File: config.mk
export PLATFORM = sky130hd
export DESIGN_NAME = period_meter_flat
export DESIGN_NICKNAME = d
export VERILOG_FILES = /design/src/rtl/scope_pkg.sv /design/src/rtl/period_meter_if.sv /design/src/rtl/bin2bcd_seq.sv /design/src/rtl/period_meter.sv /design/src/flat_wrapper.sv
export SDC_FILE = /design/constraint.sdc
export NUM_CORES = 1
export LEC_CHECK = 0
export CORE_MARGIN = 2
export CORE_UTILIZATION = 40
export CTS_CLUSTER_SIZE = 20
export DETAILED_ROUTE_END_ITERATION = 16
export PLACE_DENSITY_LB_ADDON = 0.15
export SYNTH_ARGS = -nofsm -noshare
export SYNTH_HDL_FRONTEND = slang
export SYNTH_HIERARCHICAL = 1
export SYNTH_SLANG_ARGS = --single-unit
File: constraint.sdc
create_clock -name clock -period 3.7 [get_ports clock]
set_clock_uncertainty 0.1 [all_clocks]
set_input_delay 0.74 -clock clock [delete_from_list [all_inputs] [get_ports clock]]
set_output_delay 0.74 -clock clock [all_outputs]
set_load 0.05 [all_outputs]
File: src/rtl/scope_pkg.sv
// rtl/scope_pkg.sv - shared types and constants for the period meter
package scope_pkg;

    typedef enum logic [2:0] {
        IDLE,
        ARM,
        WAIT_RISE,
        MEASURE_LO,
        MEASURE_HI
    } state_t;

    localparam int DEF_DATA_W = 12;
    localparam int BCD_MAX    = 9999;

    // One double-dabble iteration: correct each BCD digit, then shift left.
    function automatic logic [29:0] dabble_step(input logic [29:0] s);
        logic [29:0] r;
        r = s;
        for (int d = 0; d < 4; d++) begin
            if (r[14+4*d +: 4] >= 4'd5) begin
                r[14+4*d +: 4] = r[14+4*d +: 4] + 4'd3;
            end
        end
        return {r[28:0], 1'b0};
    endfunction

endpackage

File: src/rtl/period_meter_if.sv
// rtl/period_meter_if.sv - sample feed and result bundle of the period meter
interface period_meter_if
    import scope_pkg::*;
#(
    parameter int DATA_W = DEF_DATA_W,
    parameter int CNT_W  = 20
);
    logic              enable;
    logic              sample_valid;
    logic [DATA_W-1:0] sample_data;
    logic [DATA_W-1:0] threshold;
    logic [CNT_W-1:0]  period_out;
    logic              period_valid;
    logic [15:0]       bcd_out;
    logic              bcd_valid;
    logic              no_signal;

    modport master (
        output enable, sample_valid, sample_data, threshold,
        input  period_out, period_valid, bcd_out, bcd_valid, no_signal
    );

    modport slave (
        input  enable, sample_valid, sample_data, threshold,
        output period_out, period_valid, bcd_out, bcd_valid, no_signal
    );
endinterface

File: src/rtl/bin2bcd_seq.sv
// rtl/bin2bcd_seq.sv - 14-bit iterative double-dabble: 1 load cycle, 14 shift cycles
module bin2bcd_seq
    import scope_pkg::*;
(
    input  logic        clock,
    input  logic        reset,
    input  logic        start,
    input  logic [13:0] bin,
    output logic        busy,
    output logic        done,
    output logic [15:0] bcd
);
    logic [29:0] sh_q, sh_d, sh_next;
    logic [3:0]  cnt_q, cnt_d;
    logic        busy_q, busy_d;
    logic        done_q, done_d;
    logic [15:0] bcd_q, bcd_d;

    assign sh_next = dabble_step(sh_q);

    always_comb begin
        sh_d   = sh_q;
        cnt_d  = cnt_q;
        busy_d = busy_q;
        done_d = 1'b0;
        bcd_d  = bcd_q;
        if (start && !busy_q) begin
            sh_d   = {16'h0000, bin};
            cnt_d  = 4'd14;
            busy_d = 1'b1;
        end else if (busy_q) begin
            sh_d  = sh_next;
            cnt_d = cnt_q - 4'd1;
            if (cnt_q == 4'd1) begin
                busy_d = 1'b0;
                done_d = 1'b1;
                bcd_d  = sh_next[29:14];
            end
        end
    end

    always_ff @(posedge clock or posedge reset) begin
        if (reset) begin
            sh_q   <= '0;
            cnt_q  <= '0;
            busy_q <= 1'b0;
            done_q <= 1'b0;
            bcd_q  <= '0;
        end else begin
            sh_q   <= sh_d;
            cnt_q  <= cnt_d;
            busy_q <= busy_d;
            done_q <= done_d;
            bcd_q  <= bcd_d;
        end
    end

    assign busy = busy_q;
    assign done = done_q;
    assign bcd  = bcd_q;
endmodule

File: src/rtl/period_meter.sv
// rtl/period_meter.sv - hysteretic rising-crossing period meter with averaged count and BCD readout
module period_meter
    import scope_pkg::*;
#(
    parameter int DATA_W   = DEF_DATA_W,
    parameter int CNT_W    = 20,
    parameter int AVG_LOG2 = 2,
    parameter int HYST     = 16
) (
    input  logic          clock,
    input  logic          reset,
    period_meter_if.slave bus
);
    localparam int ACC_W = CNT_W + AVG_LOG2;
    localparam int TAL_W = AVG_LOG2 + 1;
    localparam logic [CNT_W-1:0]  CNT_LAST   = {{(CNT_W-1){1'b1}}, 1'b0};
    localparam logic [TAL_W-1:0]  TALLY_LAST = TAL_W'((1 << AVG_LOG2) - 1);
    localparam logic [DATA_W-1:0] HYST_V     = DATA_W'(HYST);

    state_t             state_q, state_d;
    logic [CNT_W-1:0]   cnt_q, cnt_d;
    logic [ACC_W-1:0]   acc_q, acc_d, acc_sum;
    logic [TAL_W-1:0]   tally_q, tally_d;
    logic [CNT_W-1:0]   period_q, period_d, period_now;
    logic               pvalid_q, pvalid_d;
    logic               nosig_q, nosig_d;
    logic               start_q, start_d;
    logic [13:0]        start_bin_q, start_bin_d;
    logic               pend_q, pend_d;
    logic [13:0]        pend_bin_q, pend_bin_d;
    logic [DATA_W-1:0]  thr_lo;
    logic               below, above, bcd_busy, conv_busy;
    logic [13:0]        clip;

    assign thr_lo     = (bus.threshold > HYST_V) ? bus.threshold - HYST_V : '0;
    assign below      = bus.sample_data < thr_lo;
    assign above      = bus.sample_data >= bus.threshold;
    assign period_now = cnt_q + 1'b1;
    assign acc_sum    = acc_q + ACC_W'(period_now);
    assign clip       = (32'(period_q) > BCD_MAX) ? 14'(BCD_MAX) : 14'(period_q);
    assign conv_busy  = start_q | bcd_busy;

    always_comb begin
        state_d  = state_q;
        cnt_d    = cnt_q;
        acc_d    = acc_q;
        tally_d  = tally_q;
        period_d = period_q;
        pvalid_d = 1'b0;
        nosig_d  = nosig_q;
        if (!bus.enable) begin
            state_d = IDLE;
            cnt_d   = '0;
            acc_d   = '0;
            tally_d = '0;
        end else begin
            case (state_q)
                IDLE: begin
                    cnt_d   = '0;
                    acc_d   = '0;
                    tally_d = '0;
                    state_d = ARM;
                end
                ARM: begin
                    if (bus.sample_valid && below) begin
                        cnt_d   = '0;
                        state_d = WAIT_RISE;
                    end
                end
                WAIT_RISE, MEASURE_LO, MEASURE_HI: begin
                    if (bus.sample_valid) begin
                        if (state_q != MEASURE_LO && above) begin
                            cnt_d   = '0;
                            state_d = MEASURE_LO;
                            if (state_q == MEASURE_HI) begin
                                if (tally_q == TALLY_LAST) begin
                                    period_d = CNT_W'(acc_sum >> AVG_LOG2);
                                    pvalid_d = 1'b1;
                                    nosig_d  = 1'b0;
                                    acc_d    = '0;
                                    tally_d  = '0;
                                end else begin
                                    acc_d   = acc_sum;
                                    tally_d = tally_q + 1'b1;
                                end
                            end
                        end else if (cnt_q == CNT_LAST) begin
                            // Counter would hit all-ones: report loss of signal and re-arm.
                            period_d = '0;
                            nosig_d  = 1'b1;
                            pvalid_d = 1'b1;
                            state_d  = ARM;
                            cnt_d    = '0;
                            acc_d    = '0;
                            tally_d  = '0;
                        end else begin
                            cnt_d = cnt_q + 1'b1;
                            if (state_q == MEASURE_LO && below) begin
                                state_d = MEASURE_HI;
                            end
                        end
                    end
                end
                default: state_d = IDLE;
            endcase
        end
    end

    // One pending slot: the newest result waits for the converter to go idle.
    always_comb begin
        start_d     = 1'b0;
        start_bin_d = start_bin_q;
        pend_d      = pend_q;
        pend_bin_d  = pend_bin_q;
        if (pend_q && !conv_busy) begin
            start_d     = 1'b1;
            start_bin_d = pend_bin_q;
            pend_d      = 1'b0;
        end
        if (pvalid_q) begin
            if (conv_busy || pend_q) begin
                pend_d     = 1'b1;
                pend_bin_d = clip;
            end else begin
                start_d     = 1'b1;
                start_bin_d = clip;
            end
        end
    end

    always_ff @(posedge clock or posedge reset) begin
        if (reset) begin
            state_q     <= IDLE;
            cnt_q       <= '0;
            acc_q       <= '0;
            tally_q     <= '0;
            period_q    <= '0;
            pvalid_q    <= 1'b0;
            nosig_q     <= 1'b1;
            start_q     <= 1'b0;
            start_bin_q <= '0;
            pend_q      <= 1'b0;
            pend_bin_q  <= '0;
        end else begin
            state_q     <= state_d;
            cnt_q       <= cnt_d;
            acc_q       <= acc_d;
            tally_q     <= tally_d;
            period_q    <= period_d;
            pvalid_q    <= pvalid_d;
            nosig_q     <= nosig_d;
            start_q     <= start_d;
            start_bin_q <= start_bin_d;
            pend_q      <= pend_d;
            pend_bin_q  <= pend_bin_d;
        end
    end

    bin2bcd_seq u_bcd (
        .clock (clock),
        .reset (reset),
        .start (start_q),
        .bin   (start_bin_q),
        .busy  (bcd_busy),
        .done  (bus.bcd_valid),
        .bcd   (bus.bcd_out)
    );

    assign bus.period_out   = period_q;
    assign bus.period_valid = pvalid_q;
    assign bus.no_signal    = nosig_q;
endmodule

File: src/flat_wrapper.sv
// flat-port wrapper written by rule: the top's interface ports become plain ports
module period_meter_flat import scope_pkg::*;
#(
    parameter int DATA_W   = DEF_DATA_W,
    parameter int CNT_W    = 20,
    parameter int AVG_LOG2 = 2,
    parameter int HYST     = 16
)
  (clock, reset, bus_enable, bus_sample_valid, bus_sample_data, bus_threshold, bus_period_out, bus_period_valid, bus_bcd_out, bus_bcd_valid, bus_no_signal);
  period_meter_if #(.DATA_W(DATA_W), .CNT_W(CNT_W)) bus_i ();
  input  logic clock;
  input  logic reset;
  input wire logic [$bits(bus_i.enable)-1:0] bus_enable;
  input wire logic [$bits(bus_i.sample_valid)-1:0] bus_sample_valid;
  input wire logic [$bits(bus_i.sample_data)-1:0] bus_sample_data;
  input wire logic [$bits(bus_i.threshold)-1:0] bus_threshold;
  output wire logic [$bits(bus_i.period_out)-1:0] bus_period_out;
  output wire logic [$bits(bus_i.period_valid)-1:0] bus_period_valid;
  output wire logic [$bits(bus_i.bcd_out)-1:0] bus_bcd_out;
  output wire logic [$bits(bus_i.bcd_valid)-1:0] bus_bcd_valid;
  output wire logic [$bits(bus_i.no_signal)-1:0] bus_no_signal;
  assign bus_i.enable = bus_enable;
  assign bus_i.sample_valid = bus_sample_valid;
  assign bus_i.sample_data = bus_sample_data;
  assign bus_i.threshold = bus_threshold;
  assign bus_period_out = bus_i.period_out;
  assign bus_period_valid = bus_i.period_valid;
  assign bus_bcd_out = bus_i.bcd_out;
  assign bus_bcd_valid = bus_i.bcd_valid;
  assign bus_no_signal = bus_i.no_signal;
  period_meter #(.DATA_W(DATA_W), .CNT_W(CNT_W), .AVG_LOG2(AVG_LOG2), .HYST(HYST)) u_core (.clock(clock), .reset(reset), .bus(bus_i));
endmodule
# Yosys cells after proc, flatten, opt, wreduce, memory -nomap -nowiden
# Cells that the tools add are included.
# word_totals
ff_bits,152
output_inout_bits,39
word_cells,137
# classes
n_addsub,9
magnitude_cmp,8
eq_ne,17
mux,67
bitwise,2
n_reduce_logical,18
# op_table
operator,n
20-bit two-way mux,9
22-bit two-way mux,6
30-bit two-way mux,2
20-bit one-hot mux with 3 select lines,1
14-bit two-way mux,4
22-bit one-hot mux with 2 select lines,1
3-bit two-way mux,13
1-bit two-way mux,23
22-bit by 20-bit adder with 22-bit output,1
"20-bit by 1-bit adder with 20-bit output, second input constant",1
"20-bit == test, second input constant",1
"20-bit by 14-bit greater-than comparator with 1-bit output, second input constant",1
4-bit two-way mux,5
"4-bit by 3-bit greater-or-equal comparator with 1-bit output, second input constant",4
"4-bit by 2-bit adder with 4-bit output, second input constant",3
12-bit greater-or-equal comparator,1
"12-bit by 5-bit greater-than comparator with 1-bit output, second input constant",1
12-bit < comparator,1
12-bit two-way mux,1
"12-bit by 5-bit subtractor with 12-bit output, second input constant",1
"3-bit by 2-bit == test with 1-bit output, second input constant",3
3-bit one-hot mux with 3 select lines,1
3-bit AND reduction,3
"3-bit by 2-bit != test with 1-bit output, second input constant",2
other kinds (25),32

# Depth between registers and ports, before layout
# Gate-level depths: netlist (run 1).
# depth
depth_word,10
mapped_depth,15
ltp_nobuf,14

# Cells and area by module
# The synthesis (run 1) kept the hierarchy.
# modules_own_cells
mod,instances,cells_per_inst,area_per_inst_um2,seq_area_each_um2
period_meter,1,684,6273.5,2503.7
bin2bcd_seq,1,242,2416.1,1301.2

# Worst setup path after synthesis (run 1)
# No wires, ideal clock.
# synth_path
path_kind,input port to flip-flop
from,input bus_threshold[4]
to,register u_core.cnt_q[16]
setup_time_ns,0.110
arrival_ns,3.259
required_ns,3.490
slack_ns,0.231
stages,14
path_cell_list,inv_1 > ha_1 > a21oi_1 > nand3b_1 > nand2_1 > ha_1 > and3_1 > a221o_1 > o211ai_1 > nand3_1 > nand2b_1 > a31oi_2 > nand2b_1 > o41ai_1
# synth_between
elab_chain_len,6
# synth_rtl
item,line,text
"start, declared",flat_wrapper.sv:16,input wire logic [$bits(bus_i.threshold)-1:0] bus_threshold;
"12-bit by 5-bit subtractor with 12-bit output, or another cell as far along",period_meter.sv:35,assign thr_lo = (bus.threshold > HYST_V) ? bus.threshold - HYST_V : '0;
12-bit two-way mux or 1-bit logical AND (tied branches),"period_meter.sv:35, period_meter.sv:72",
12-bit < comparator or 20-bit two-way mux (tied branches),"period_meter.sv:36, period_meter.sv:72",
1-bit logical AND or 20-bit two-way mux (tied branches),"period_meter.sv:65, period_meter.sv:71",
3-bit by 2-bit != test with 1-bit output (no line) or 20-bit one-hot mux with 3 select lines (tied branches),n/a,
3-bit AND reduction (no line) or 20-bit two-way mux (tied branches),n/a,
"end signal, assigned",period_meter.sv:146,cnt_q <= cnt_d;
"end, declared",period_meter.sv:21,"logic [CNT_W-1:0] cnt_q, cnt_d;"
# Parallel ways exist; a longest one is shown, timed or not. The select of a mux whose other input is x is not followed.
# A chain may end at the register's enable or synchronous reset.

# Worst setup path in the final report (run 1)
# layout_path
from,input bus_threshold[1]
to,register u_core.cnt_q[2]
# Same word-level chain as after synthesis.

==> impl_metrics.toml, run 1 <==
[global_route]
grt.met3_usage_pct = 3.37
grt_busiest_layer = "met2"
met1_usage_pct = 26.2
grt_max_degree = 66
grt_usage_pct = 18.8
grt_pass1_vias = 6792
grt_overflow = 0
grt_pass1_wl_um = 34400
antenna_found_initial = 0
use_met2_pct = 30.4

[logic_synthesis]
synth_nets = 1013
synth-warning-count = 6
synth_edf_count = 0
netlist_area_mm2 = 0.00869
synthArstFlopShare_pct = 100
synth_flop_cell = "dfrtp_1"
synth_cells = 926
synth_top_area_cell = "dfrtp_1"
synth_top_family_by_area = "compound AO/OA/AOI/OAI gates"
yosysSeqAreaShare_pct = 43.8
ys_types = 68
synthAdderAreaFrac_pct = 8.70
avgSynthCellArea_um2 = 9.38
synth_mux_area_share_pct = 2.23
synth_top_area_share_pct = 43.5
synth_compound_area_share_pct = 19.9
synthTopCellsByArea = "dfrtp_1 43%, ha_1 8.4%, nand2_1 5.6%"
ys_ff_latch = 152
yosys.area_share.xor_xnor_pct = 4.33
synthSimpleGateAreaFrac_pct = 17.1

[timing]
hold_violations = 0
fin_crit_ns = 3.46
fin_ws_ns = 0.244
worstMarginPinSlew_ns = 0.572
finalSetupViolations = 0
maxSlewViolCount = 0
fmax_mhz = 289
timing.final.crit_share_pct = 93.4
slew_headroom_pct = 61.8

[floorplanning]
core_mm2 = 0.0212
die-area_mm2 = 0.0229
rows = 53
ios = 67
start_util_pct = 41.1
die_h_um = 151
die_width_um = 151

[clock_tree]
cts_sinks = 152
clk_pin_slew_ns = 0.07
ctsHoldBuffers = 0
cts_tree = "done"
insertion_delay_ns = 0.43
cts_root_buf = "clkbuf_16"
htreeDepth = 4
clk_path_buf_depth = 2
cts_made_buffers = 17

[critical_path]
cpPeakStageDelay_ns = 0.43
cp-start-kind = "primary input"
slowest_stage = "clkdlybuf4s50_1"
critical_path_class = "primary input to flip-flop"
reg2reg_from = "u_core/cnt_q[1]$_DFFE_PP0P_"
required_ns = 3.91
critPathArrivalTime_ns = 3.66
endpoint_kind = "flip-flop"
cpMostUsedCell = "o21ai_0"
r2r-end = "u_core/acc_q[19]$_DFFE_PP0P_"
r2r_slack_ns = 0.29
cp_max_fo = 33
r2r_cells = 14
crit_chain = "clkdlybuf4s50_1, nor4_2, buf_4, a21oi_2, nand3b_1, nand2_1, ha_1, and3_1, a221o_1, o211ai_1, nand3_1, nand2b_1, a31oi_4, buf_12, o21ai_0, o21ai_0"

[layout]
final_layout_size_suffix_gt1_share_pct = 12.4
fin_util_pct = 50.5
layout.nets = 1124
n_fill_cell = 2009
antennaDiodeCount = 0
fin_area_mm2 = 0.0107
area_growth_pct = 22.9

[routing]
avgRoutedWirePerCell_um = 15.0
drt-initial-drc-count = 332
routed-via-count = 6882
drt-vias-per-instance = 5.19
drc = 0
antenna_left = 0
drt_pass1_iterations = 4
wl_um = 19800

[run_status]
status = "completed"

[min_path]
hp-class = "flip-flop to flip-flop"
hold_path_end = "u_core/u_bcd/bcd[10]$_DFFE_PP0P_"
holdCritStartpoint = "u_core/u_bcd/bcd[10]$_DFFE_PP0P_"
min_path_cells = 2

[pwr]
power_uw = 3880
vdd_drop_max_mv = 0.241
power.density_mw_per_mm2 = 364
p_leak_uw = 0.00491

[placement]
dp_hpwl_um = 14500
place_ws_ns = -0.330
place.gp.congestion = 0.862
numPortBuffers = 66
placed_area_mm2 = 0.0100

[job]
max-cap-violations = 0
-- worst max-delay path, delay by kind of cell --
kind                     cells  cell delay [ns]
adder cells (fa/ha/maj)      1             0.23
AND/OR/NAND/NOR              6             1.07
AO/OA/AOI/OAI                6             0.85
buffers and inverters        3             0.77
-- registers in the layout, summed over array words and instances, names as in the netlist --
| name | count |
|---|---|
| u_core/u_bcd/bcd | 16 |
| u_core/tally_q | 3 |
| u_core/bus.period_valid | 1 |
| u_core/start_q | 1 |
| u_core/u_bcd/cnt_q | 4 |
| u_core/bus.period_out | 20 |
| u_core/pend_q | 1 |
| u_core/state_q | 3 |
| u_core/u_bcd/sh_q | 30 |
| u_core/acc_q | 22 |
| u_core/u_bcd/busy | 1 |
| u_core/u_bcd/done | 1 |
| u_core/pend_bin_q | 14 |
| u_core/start_bin_q | 14 |
| u_core/cnt_q | 20 |
| u_core/bus.no_signal | 1 |
-- how the worst max path moves through the flow --
stage / startpoint / endpoint / slack (ns) / depth (start not counted)
2_1_floorplan: bus_threshold[4] / u_core/cnt_q[16]$_DFFE_PP0P_ / 0.23 / 14
3_3_place_gp: bus_threshold[1] / u_core/cnt_q[16]$_DFFE_PP0P_ / -0.31 / 15
3_5_place_dp: bus_threshold[1] / u_core/cnt_q[16]$_DFFE_PP0P_ / -0.33 / 15
4_1_cts: u_core/cnt_q[5]$_DFFE_PP0P_ / u_core/acc_q[19]$_DFFE_PP0P_ / 0.1 / 13
5_1_grt: bus_threshold[1] / u_core/cnt_q[16]$_DFFE_PP0P_ / -0.002 / 16
6_report: bus_threshold[1] / u_core/cnt_q[2]$_DFFE_PP0P_ / 0.24 / 16
-- stage by stage --
stage               TNS (ns)  hold slack [ns]  std cells
floorplan                  0            0.349        926
global placement       -3.96            0.360       1291
detailed placement     -6.11            0.363       1291
CTS                        0            0.385       1323
global route        -0.00182            0.403       1325
finish                     0            0.379       1325
-- where the power goes --
part | total, uW | internal (uW) | switching [uW]
combinational | 520 | 214 | 306
sequential | 1710 | 1680 | 28.7
clock | 1660 | 885 | 773
-- repair_timing --
item	4_1_cts	5_1_grt
setup buffers	0	2
endpoints found under the setup margin	0	31
resized for setup	0	22
-- logic make-up after synthesis --
family / Yosys count
compound gates: 275
xor+xnor: 43
fa+ha+maj: 60
buf+inv: 78
flops: 152
mux: 19
simple gates: 299
-- layer usage --
| layer | vias to the layer above | share of wire (%) |
|---|---|---|
| li1 | 3529 | - |
| met1 | 3269 | 49 |
| met2 | 65 | 47 |
| met3 | 19 | 2.2 |
| met4 | 0 | 1.1 |
| met5 | - | 0 |
-- cells in the final DEF, fill, tap and decap left out, types with 4 or more instances in the layout --
cell type	n
nor2b_1	19
ha_1	57
a31oi_1	6
buf_12	4
o31ai_1	7
and4_1	6
xnor2_1	25
nor4_1	4
and3_1	11
a21o_1	15
a211oi_1	19
nand2b_1	13
a21oi_1	57
dfrtp_1	149
buf_4	59
a22o_1	34
nand3_1	18
or3_1	5
xor2_1	17
clkinv_4	4
nor3_1	8
nand4_1	9
nand2_1	129
clkbuf_16	17
nor3b_1	8
o21a_1	7
nor2_1	46
inv_1	38
o21ai_1	18
mux2i_1	16
clkdlybuf4s50_1	66
o21ai_0	88
-- synth_stat cells (all sizes together) (2+ instances only) --
cell type,n
a211oi,20
a21o,15
a21oi,58
a22o,34
a31oi,7
and2,5
and3,13
and4,6
buf,18
clkbuf,19
dfrtp,151
ha,58
inv,41
mux2,3
mux2i,16
nand2,129
nand2b,14
nand3,19
nand3b,2
nand4,9
nor2,46
nor2b,19
nor3,9
nor3b,10
nor4,6
o21a,7
o21ai,106
o22ai,2
o311ai,2
o31ai,8
o41ai,2
or2,3
or3,5
xnor2,26
xor2,17
-- cell type report --
| type | instances | area [um2] | area share, % |
|---|---|---|---|
| clock inverters | 15 | 139 | 1.30 |
| well taps | 275 | 344 | 3.22 |
| multi-input cells | 696 | 4620 | 43.3 |
| repair buffers | 129 | 1180 | 11.1 |
| flip-flops and latches | 152 | 3810 | 35.6 |
| clock buffers | 17 | 425 | 3.98 |
| inverters | 41 | 156 | 1.46 |
(Power assumes the default switching activity.)
==> run 2: changes to the inputs <==
--- a/config.mk
+++ b/config.mk
@@ -12,5 +12,5 @@
 export PLACE_DENSITY_LB_ADDON = 0.15
 export SYNTH_ARGS = -nofsm -noshare
 export SYNTH_HDL_FRONTEND = slang
-export SYNTH_HIERARCHICAL = 1
 export SYNTH_SLANG_ARGS = --single-unit
+export TNS_END_PERCENT = 20
==> impl_metrics.toml, run 2 <==
[logic_synthesis]
yosysSeqAreaShare_pct = 43.2
synthArstFlopShare_pct = 100
synthTopCellsByArea = "dfrtp_1 43%, ha_1 8.2%, nand2_1 6.6%"
netlist_area_mm2 = 0.00880
synth-warning-count = 0
yosysMostFrequentCell = "nand2_1"
synth_nets = 1065
avgSynthCellArea_um2 = 9.00
synth_cells = 978
ys_types = 67
synth_flop_cell = "dfrtp_1"
yosys-top-cells-count = "154 x nand2_1, 151 x dfrtp_1, 63 x o21ai_1"
ys_ff_latch = 152
synth_top_area_share_pct = 42.9
synth_edf_count = 0
synth_top_area_cell = "dfrtp_1"

[placement]
numPortBuffers = 66
place.gp.congestion = 0.840
dp_hpwl_um = 14900
place_ws_ns = -0.594

[floorplanning]
ios = 67
die_width_um = 152
rows = 54
core_mm2 = 0.0217
die-area_mm2 = 0.0232
die_h_um = 152
start_util_pct = 40.6

[layout]
area_growth_pct = 23.7
final_common_cell = "nand2_1"
layout.nets = 1172
final_cell_mix = "154 x nand2_1, 149 x dfrtp_1, 62 x clkdlybuf4s50_1, 62 x buf_4, 59 x o21ai_1"
antennaDiodeCount = 0
n_fill_cell = 2021
final_layout_size_suffix_gt1_share_pct = 12.3
largest_reg_flops = 30
largest-register = "u_core.u_bcd.sh_q"
reg.largest.list = "u_core.u_bcd.sh_q x30, u_core.acc_q x22"

[timing]
hold_violations = 0
timing.final.crit_share_pct = 97.4
finalSetupViolations = 0
worstMarginPinSlew_ns = 1.00
fin_crit_ns = 3.60
rsz0062_at_grt = "true"
slew_headroom_pct = 33.0
fin_ws_ns = 0.0959
maxSlewViolCount = 0
fmax_mhz = 277

[global_route]
grt_max_degree = 153
grt_usage_pct = 18.4
grt_overflow = 0
grt_pass1_wl_um = 35100
antenna_found_initial = 0
grt_pass1_vias = 6957

[pwr]
vdd_drop_max_mv = 0.209
power.density_mw_per_mm2 = 463
power_uw = 5040
p_leak_uw = 0.00491

[critical_path]
critical_path_class = "primary input to flip-flop"
critPathArrivalTime_ns = 3.81
cp-start-kind = "primary input"
endpoint_kind = "flip-flop"
cp_max_fo = 7
required_ns = 3.90

[clock_tree]
ctsHoldBuffers = 0
cts_sinks = 152
insertion_delay_ns = 0.43
cts_made_buffers = 17
htreeDepth = 4
clk_pin_slew_ns = 0.06
cts_tree = "done"
clk_path_buf_depth = 2
cts_root_buf = "clkbuf_16"

[routing]
avgRoutedWirePerCell_um = 15.1
drt-vias-per-instance = 5.20
antenna_left = 0
drc = 0
drt_pass1_iterations = 5
wl_um = 20800
routed-via-count = 7167
drt-initial-drc-count = 353

[job]
max-cap-violations = 0

[min_path]
hp-class = "flip-flop to flip-flop"

[run_status]
status = "completed"
[run 2: power breakdown]
| part | internal [uW] | switching [uW] |
|---|---|---|
| Clock | 1080 | 696 |
| Combinational | 503 | 758 |
| Sequential | 1860 | 141 |
| Total | 3450 | 1600 |
[run 2: worst max-delay path: stages]
cell	delay, ns
clkdlybuf4s50_1	0.50
inv_2	0.06
ha_1	0.18
a21oi_2	0.13
nor3_2	0.05
nand2_1	0.09
buf_6	0.11
nand2_1	0.06
ha_1	0.18
a21o_1	0.18
a21o_1	0.19
a211oi_2	0.22
o21ai_1	0.10
a211o_1	0.35
o211a_4	0.31
buf_4	0.17
o21ai_1	0.11
o21ai_1	0.09
[run 2: cells by family (layout without fill, tap and decap cells)]
kind of cell / Yosys count / in the layout / synth area share [%]
fa+ha+maj: 59 / 59 / 8.47
compound gates: 281 / 281 / 19.9
simple gates: 335 / 335 / 17.8
flops: 152 / 152 / 43.2
buf+inv: 85 / 204 / 3.71
xor+xnor: 45 / 45 / 4.48
mux: 21 / 21 / 2.43
[run 2: final timing paths]
path	startpoint	depth (start not counted)	endpoint	slack, ns
worst max-delay path	bus_threshold[5]	18	u_core.cnt_q[11]$_DFFE_PP0P_	0.1
worst min-delay path	u_core.u_bcd.bcd[9]$_DFFE_PP0P_	2	u_core.u_bcd.bcd[9]$_DFFE_PP0P_	0.37
worst max register to register	u_core.cnt_q[7]$_DFFE_PP0P_	12	u_core.acc_q[21]$_DFFE_PP0P_	0.19
worst min register to register	u_core.u_bcd.bcd[9]$_DFFE_PP0P_	2	u_core.u_bcd.bcd[9]$_DFFE_PP0P_	0.37
max in group asynchronous	reset	3	u_core.cnt_q[12]$_DFFE_PP0P_	2.03
min in group asynchronous	reset	3	u_core.u_bcd.bcd[6]$_DFFE_PP0P_	0.77
[run 2: cell type report]
cell class              count  area (um2)  area share (%)
multi-input cells         741        4780            43.9
flip-flops and latches    152        3810            35.0
repair buffers            132        1200            11.0
clock buffers              21         450            4.14
well taps                 280         350            3.22
inverters                  41         158            1.45
clock inverters            10         144            1.32
[run 2: per-stage QoR]
step	cell area [um2]	hold WS [ns]	util, %	instances	TNS (ns)
5_1_grt	10900	0.397	50.2	1377	-0.126
6_report	10900	0.374	50.2	1377	0
3_5_place_dp	10200	0.365	46.8	1344	-14.97
2_1_floorplan	8810	0.342	-	978	-0.631
4_1_cts	10800	0.380	49.7	1375	0
3_3_place_gp	10200	0.360	46.8	1344	-11.11
[run 2: layer usage]
metal,vias up,routed length [um],GRT usage [%]
met5,-,0,0
li1,3687,-,-
met2,104,9740,29.9
met4,0,221,4.90
met1,3359,10200,25.5
met3,17,625,3.36
[run 2: what timing repair did]
item	in CTS	in global routing
resized for setup	8	24
setup buffers	0	2
pin swaps	2	7
setup endpoints to repair	19	28
